$ cat src/rtl/alu_pkg.sv
// ---------------------------------------------------------------------------
// alu_pkg
//   Shared definitions for the pipelined multi-cycle ALU:
//   - opcode localparams ([3]=A invert, [2]=B invert, [1:0]=function)
//   - FSM state encoding for the handshake/iterator in alu_pipe_mc
// ---------------------------------------------------------------------------
package alu_pkg;

  localparam logic [3:0] OP_AND = 4'b0000;
  localparam logic [3:0] OP_OR  = 4'b0001;
  localparam logic [3:0] OP_ADD = 4'b0010;
  localparam logic [3:0] OP_SUB = 4'b0110;
  localparam logic [3:0] OP_SLT = 4'b0111;
  localparam logic [3:0] OP_NOR = 4'b1100;
  localparam logic [3:0] OP_MUL = 4'b1011;

  typedef enum logic [0:0] {
    ST_IDLE = 1'b0,
    ST_MUL  = 1'b1
  } state_t;

endpackage

$ cat src/rtl/alu_core.sv
// ---------------------------------------------------------------------------
// alu_core
//   Purely combinational WIDTH-bit logic/add/SLT datapath.
//   Ports:
//     a, b      in   WIDTH  operands
//     op        in   4      opcode (see alu_pkg)
//     result    out  WIDTH  logic/arithmetic result (0 for unknown opcodes)
//     cout      out  1      carry out of the MSB for ADD/SUB/SLT, else 0
//     overflow  out  1      signed overflow for ADD/SUB/SLT, else 0
//   MUL is not handled here; it decodes as "unknown" and yields zeros.
// ---------------------------------------------------------------------------
module alu_core
  import alu_pkg::*;
#(
  parameter int WIDTH = 32
) (
  input  logic [WIDTH-1:0] a,
  input  logic [WIDTH-1:0] b,
  input  logic [3:0]       op,
  output logic [WIDTH-1:0] result,
  output logic             cout,
  output logic             overflow
);

  // Signed overflow of x + y = s: operands agree in sign, sum disagrees.
  function automatic logic add_ovf(
    input logic signed [WIDTH-1:0] x,
    input logic signed [WIDTH-1:0] y,
    input logic signed [WIDTH-1:0] s
  );
    return (x[WIDTH-1] == y[WIDTH-1]) && (s[WIDTH-1] != x[WIDTH-1]);
  endfunction

  logic signed [WIDTH-1:0] a_eff;
  logic signed [WIDTH-1:0] b_eff;
  logic signed [WIDTH-1:0] sum;
  logic                    carry;
  logic                    ovf;

  always_comb begin
    a_eff = op[3] ? ~a : a;
    b_eff = op[2] ? ~b : b;
    // B-invert doubles as carry-in so SUB/SLT become A + ~B + 1.
    {carry, sum} = {1'b0, a_eff} + {1'b0, b_eff} + {{WIDTH{1'b0}}, op[2]};
    ovf = add_ovf(a_eff, b_eff, sum);

    result   = '0;
    cout     = 1'b0;
    overflow = 1'b0;
    case (op)
      OP_AND, OP_NOR: result = a_eff & b_eff;
      OP_OR:          result = a_eff | b_eff;
      OP_ADD, OP_SUB: begin
        result   = sum;
        cout     = carry;
        overflow = ovf;
      end
      OP_SLT: begin
        // Correcting the sign with the overflow bit keeps SLT exact.
        result   = {{(WIDTH-1){1'b0}}, sum[WIDTH-1] ^ ovf};
        cout     = carry;
        overflow = ovf;
      end
      default: ;
    endcase
  end

endmodule

$ cat src/rtl/alu_pipe_mc.sv
// ---------------------------------------------------------------------------
// alu_pipe_mc
//   Valid/ready wrapped ALU with registered result/flags and an iterative
//   shift-add multiplier. Holds exactly one operation in flight.
//   Ports:
//     clk, rst      clock (rising edge) and synchronous active-high reset
//     in_valid      operation presented on src1/src2/ALU_control
//     in_ready      operation accepted this cycle when in_valid is also high
//     src1, src2    operands A and B (WIDTH)
//     ALU_control   4-bit opcode, captured on accept
//     out_valid     result and flags valid
//     out_ready     consumer takes the result this cycle
//     result        registered result (WIDTH)
//     zero          result == 0
//     cout          carry / unsigned-overflow flag
//     overflow      signed overflow flag
//     busy          a MUL is iterating
//   Single-cycle ops have latency 1; MUL (MUL_EN=1) has latency WIDTH+1.
// ---------------------------------------------------------------------------
module alu_pipe_mc
  import alu_pkg::*;
#(
  parameter int WIDTH  = 32,
  parameter bit MUL_EN = 1'b1
) (
  input  logic             clk,
  input  logic             rst,
  input  logic             in_valid,
  output logic             in_ready,
  input  logic [WIDTH-1:0] src1,
  input  logic [WIDTH-1:0] src2,
  input  logic [3:0]       ALU_control,
  output logic             out_valid,
  input  logic             out_ready,
  output logic [WIDTH-1:0] result,
  output logic             zero,
  output logic             cout,
  output logic             overflow,
  output logic             busy
);

  localparam int CW = $clog2(WIDTH + 1);

  state_t             state;
  logic               vld_p1;
  logic [WIDTH-1:0]   result_p1;
  logic               zero_p1;
  logic               cout_p1;
  logic               ovf_p1;

  logic [2*WIDTH-1:0] mul_a_p0;
  logic [WIDTH-1:0]   mul_b_p0;
  logic [2*WIDTH-1:0] acc_p0;
  logic [CW-1:0]      cnt_p0;

  logic [WIDTH-1:0]   core_result;
  logic               core_cout;
  logic               core_ovf;

  logic               accept;
  logic               take;
  logic               is_mul;
  logic               mul_last;
  logic [2*WIDTH-1:0] acc_nxt;

  alu_core #(
    .WIDTH (WIDTH)
  ) u_core (
    .a        (src1),
    .b        (src2),
    .op       (ALU_control),
    .result   (core_result),
    .cout     (core_cout),
    .overflow (core_ovf)
  );

  assign in_ready = !rst && (state == ST_IDLE) && (!vld_p1 || out_ready);
  assign accept   = in_valid && in_ready;
  assign take     = vld_p1 && out_ready;
  assign is_mul   = MUL_EN && (ALU_control == OP_MUL);

  // Partial product for this iteration; the full 2*WIDTH product is kept so
  // the high half can drive cout.
  assign acc_nxt  = acc_p0 + (mul_b_p0[0] ? mul_a_p0 : '0);
  // Decrement from 1 reaches 0 on this edge: the last partial product.
  assign mul_last = (cnt_p0 == CW'(1));

  // ---- stage p0: multiplier operand/accumulator registers (data only) ----
  always_ff @(posedge clk) begin
    if (state == ST_IDLE) begin
      if (accept && is_mul) begin
        mul_a_p0 <= {{WIDTH{1'b0}}, src1};
        mul_b_p0 <= src2;
        acc_p0   <= '0;
      end
    end else begin
      acc_p0   <= acc_nxt;
      mul_a_p0 <= mul_a_p0 << 1;
      mul_b_p0 <= mul_b_p0 >> 1;
    end
  end

  // ---- stage p1: FSM, counter and registered result/flags ----
  always_ff @(posedge clk) begin
    if (rst) begin
      state     <= ST_IDLE;
      vld_p1    <= 1'b0;
      cnt_p0    <= '0;
      result_p1 <= '0;
      zero_p1   <= 1'b0;
      cout_p1   <= 1'b0;
      ovf_p1    <= 1'b0;
    end else begin
      case (state)
        ST_IDLE: begin
          if (accept) begin
            if (is_mul) begin
              state  <= ST_MUL;
              vld_p1 <= 1'b0;
              cnt_p0 <= CW'(WIDTH);
            end else begin
              vld_p1    <= 1'b1;
              result_p1 <= core_result;
              zero_p1   <= (core_result == '0);
              cout_p1   <= core_cout;
              ovf_p1    <= core_ovf;
            end
          end else if (take) begin
            vld_p1 <= 1'b0;
          end
        end
        ST_MUL: begin
          cnt_p0 <= cnt_p0 - CW'(1);
          if (mul_last) begin
            state     <= ST_IDLE;
            vld_p1    <= 1'b1;
            result_p1 <= acc_nxt[WIDTH-1:0];
            zero_p1   <= (acc_nxt[WIDTH-1:0] == '0);
            cout_p1   <= |acc_nxt[2*WIDTH-1:WIDTH];
            ovf_p1    <= 1'b0;
          end
        end
        default: state <= ST_IDLE;
      endcase
    end
  end

  assign out_valid = vld_p1;
  assign result    = result_p1;
  assign zero      = zero_p1;
  assign cout      = cout_p1;
  assign overflow  = ovf_p1;
  assign busy      = (state == ST_MUL);

endmodule
$ cat config.mk
export PLATFORM = sky130hd
export DESIGN_NAME = alu_pipe_mc
export DESIGN_NICKNAME = d
export VERILOG_FILES = /design/src/rtl/alu_pkg.sv /design/src/rtl/alu_core.sv /design/src/rtl/alu_pipe_mc.sv
export SDC_FILE = /design/constraint.sdc
export NUM_CORES = 1
export LEC_CHECK = 0
export ABC_AREA = 0
export BUFFER_PORTS_ARGS = -buffer_cell sky130_fd_sc_hd__buf_2
export CAP_MARGIN = 10
export CELL_PAD_IN_SITES_DETAIL_PLACEMENT = 0
export CELL_PAD_IN_SITES_GLOBAL_PLACEMENT = 1
export CORE_MARGIN = 5
export CORE_UTILIZATION = 34
export CTS_CLUSTER_SIZE = 16
export DETAILED_ROUTE_END_ITERATION = 6
export GPL_ROUTABILITY_DRIVEN = 0
export PLACE_DENSITY = 0.7
export SETUP_SLACK_MARGIN = 0.05
export SLEW_MARGIN = 20
export SYNTH_ARGS = -nofsm -noshare
export SYNTH_HDL_FRONTEND = slang
export SYNTH_SLANG_ARGS = --single-unit
export TNS_END_PERCENT = 5
$ cat constraint.sdc
create_clock -name clk -period 18.12 [get_ports clk]
set_input_delay 1.812 -clock clk [delete_from_list [all_inputs] [get_ports clk]]
set_output_delay 1.812 -clock clk [all_outputs]
set_load 0.005 [all_outputs]
==> metrics.cfg <==
[timing]
whs_ns = 0.452
rsz0062_at_grt = false
maxSlewViolCount = 0
setup_viol = 0
finClkSkew_ns = 0.0284
tightest_slew_ns = 1.11
period_share_pct = 30.3
fin_crit_ns = 5.49
setup_slack_ns = 12.63
slew_headroom_pct = 26.3
setup_tns_ns = 0
hold_viol = 0
fmax_ghz = 0.182

[pwr]
switchingPower_uw = 410
switching_share_pct = 29.3
p_seq_share_pct = 36.8
power_frac_clock_pct = 42.5
power_frac_comb_pct = 20.7
leakage_uw = 0.00744
powerDensity_nw_per_um2 = 75.8
p_int_uw = 990
ir_drop_uv = 72.8

[routing]
dr_wl_met3_microns = 2210
wl_met1_microns = 22300
wl_per_cell_microns = 19.7
wl_met2_microns = 23300
wirelength_microns = 49900
num_vias = 13925
detail-route-antenna-nets = 0
drt-vias-per-instance = 5.49
routed.top_layer = met5
first_pass_iters = 6
drt_iter0_markers = 1040
post-route-drc-count = 0

[placed_design]
place_inst = 2485
place.detailed.hpwl_microns = 36900
pre_cts_slack_ns = 11.74
io_buffers = 109

[clock_network]
cts-htree-levels = 1
cts_buffer_depth = 3
clk_pin_slew_ns = 0.06
cts-root-buf = clkbuf_16
clock_latency_ns = 0.58
cts.sinks = 203
ctsResizeCount = 0
postCtsSetupBuffers = 0
ctsHoldBuffers = 0
cts_tree = yes
cts_inserted_buffers = 28

[global_routing]
antenna_found_initial = 1
grt_pass1_vias = 13758
grt_start_max_net_pins = 160
grt_usage_pct = 18.0
grt-ovfl-total = 0
grt_pass1_wl_microns = 77500

[setup_path]
rr_startpoint = mul_b_p0[0]
crit_fanout = 36
rrSetupSlack_ns = 13.37
cp.required_ns = 18.63
worst_setup_path_start_kind = input port
cp_data_arrival_time_ns = 6.00
crit_type = input port to flop
timing.rr.end = cout
cp-end-kind = flop
r2r_cells = 15

[logic_synthesis]
synth_ff_type = edfxtp_1
synth-seq-cells = 203
postSynthAreaPerCell_sq_um = 8.88
synth_area_sq_um = 16400
synth_nets = 2054
yosys.cell_types.count = 88
synthCells = 1851
ys_async_sr_fraction_pct = 0
yosysWarnings = 0
synth-edff-count = 158
ys_seq_area_share_pct = 34.3

[worst_hold_path]
min_from = result[0]
hold_path_class = flop to flop
holdPathEnd = result[0]
min_path_cells = 2

[finish]
layout_common_cells = edfxtp_1 (158), and2_1 (149), a21oi_1 (148)
final_cells = 2538
final_common_cell = edfxtp_1
fillers = 4817
fin_util_pct = 38.7
antenna_cells = 0
ff_latch_area_sq_um = 5650
final_layout_size_suffix_gt1_share_pct = 11.9
nets = 2104
synthToLayoutAreaGrowth_pct = 12.4
multi_input_area_sq_um = 10000

[floorplanning]
die_h_microns = 230
start_util_pct = 34.4
fp.coreArea_sq_um = 47700
die-area_sq_um = 52800
dieWidth_microns = 230
io_pins = 110
num_rows = 80

[run_status]
status = finished clean

[flow_run]
drv_cap = 0

## worst max path at each step
| stage | from | endpoint | cells after the start |
|---|---|---|---|
| after floorplan | rst | cnt_p0[0] | 6 |
| after global placement | ALU_control[2] | zero | 15 |
| after detailed placement | ALU_control[2] | zero | 15 |
| after CTS | ALU_control[2] | zero | 15 |
| after global routing | ALU_control[3] | zero | 17 |
| final | ALU_control[3] | zero | 17 |
## layout make-up
cell class,instances,share of cell area (%)
Clock inverter,19,1.46
Sequential cell,203,30.6
Tap cell,615,4.16
Inverter,95,1.93
Timing Repair Buffer,122,3.63
Clock buffer,33,3.89
Multi-Input combinational cell,1451,54.3
## cell usage after synthesis (all sizes together), types with 5 or more instances
library cell    n  share of area [%]
a211oi         17               0.81
a21boi          7               0.32
a21o           26                1.2
a21oi         154                5.0
a221oi         15               0.88
a22o           31                1.7
a31oi          15               0.57
and2          149                5.7
and3           11               0.42
and4            6               0.33
buf            27               0.86
clkbuf         75                1.7
dfxtp          45                5.5
edfxtp        158                 29
ha            129                9.8
inv            95                2.2
mux2           32                2.2
mux2i           7               0.43
nand2         143                3.3
nand2b         15               0.57
nand3          24               0.73
nand4          43                1.6
nor2          140                3.2
nor2b          13               0.49
nor3           45                1.4
nor4           10               0.42
nor4b           5               0.27
o2111ai         5               0.30
o211a           8               0.49
o211ai         14               0.64
o21a           23                1.1
o21ai          96                2.9
o21bai         25                1.1
o221ai         12               0.64
o31ai          14               0.72
or3            10               0.41
xnor2          51                2.8
xor2           96                5.1
## power by group through the flow
stage          sequential, uW  combinational, uW  clock [uW]
6_report                  515                290         595
3_5_place_dp              525                286           0
4_1_cts                   515                287         609
3_3_place_gp              524                283           0
5_1_grt                   516                318         627
2_1_floorplan             526                206           0
## metrics by stage
| step | cell area (sq um) | total power, uW |
|---|---|---|
| finish | 18500 | 1400 |
| floorplan | 16400 | 732 |
| global placement | 17500 | 807 |
| CTS | 18500 | 1410 |
| global route | 18500 | 1460 |
| detailed placement | 17500 | 810 |
## sequential cells by signal, summed over array words and instances, names as in the netlist
signal	count
busy	1
mul_b_p0	32
cout	1
mul_a_p0	64
zero	1
overflow	1
result	32
acc_p0	64
out_valid	1
cnt_p0	6
## logic make-up (layout without fill, tap and decap cells)
family	count (synthesis)	after routing	share of synthesized area, %
buf+inv	197	269	4.74
fa+ha+maj	131	131	10.1
simple gates	635	635	19.8
mux	39	39	2.62
compound gates	499	499	20.5
flops	203	203	34.3
xor+xnor	147	147	7.88
## routing by layer
layer	vias to the layer above	GRT usage, %
li1	6811	-
met1	6673	23.4
met2	345	30.1
met3	94	2.95
met4	2	6.86
met5	-	0
## worst max-delay path, stage by stage
cell and delay (ns):
buf_2 0.07, buf_4 0.52, xnor2_2 0.18, nand2_1 0.10
o21ai_0 0.10, fa_1 0.44, nor2b_1 0.17, o21ai_0 0.09
a21boi_1 0.39, nor2_1 0.16, o2111ai_1 0.21, o31ai_1 0.09
a2111oi_0 0.57, nand4_1 0.29, nor4_1 0.42, nand4_1 0.15
o211ai_1 0.18
No activity file was read; power rests on OpenSTA's default activity.
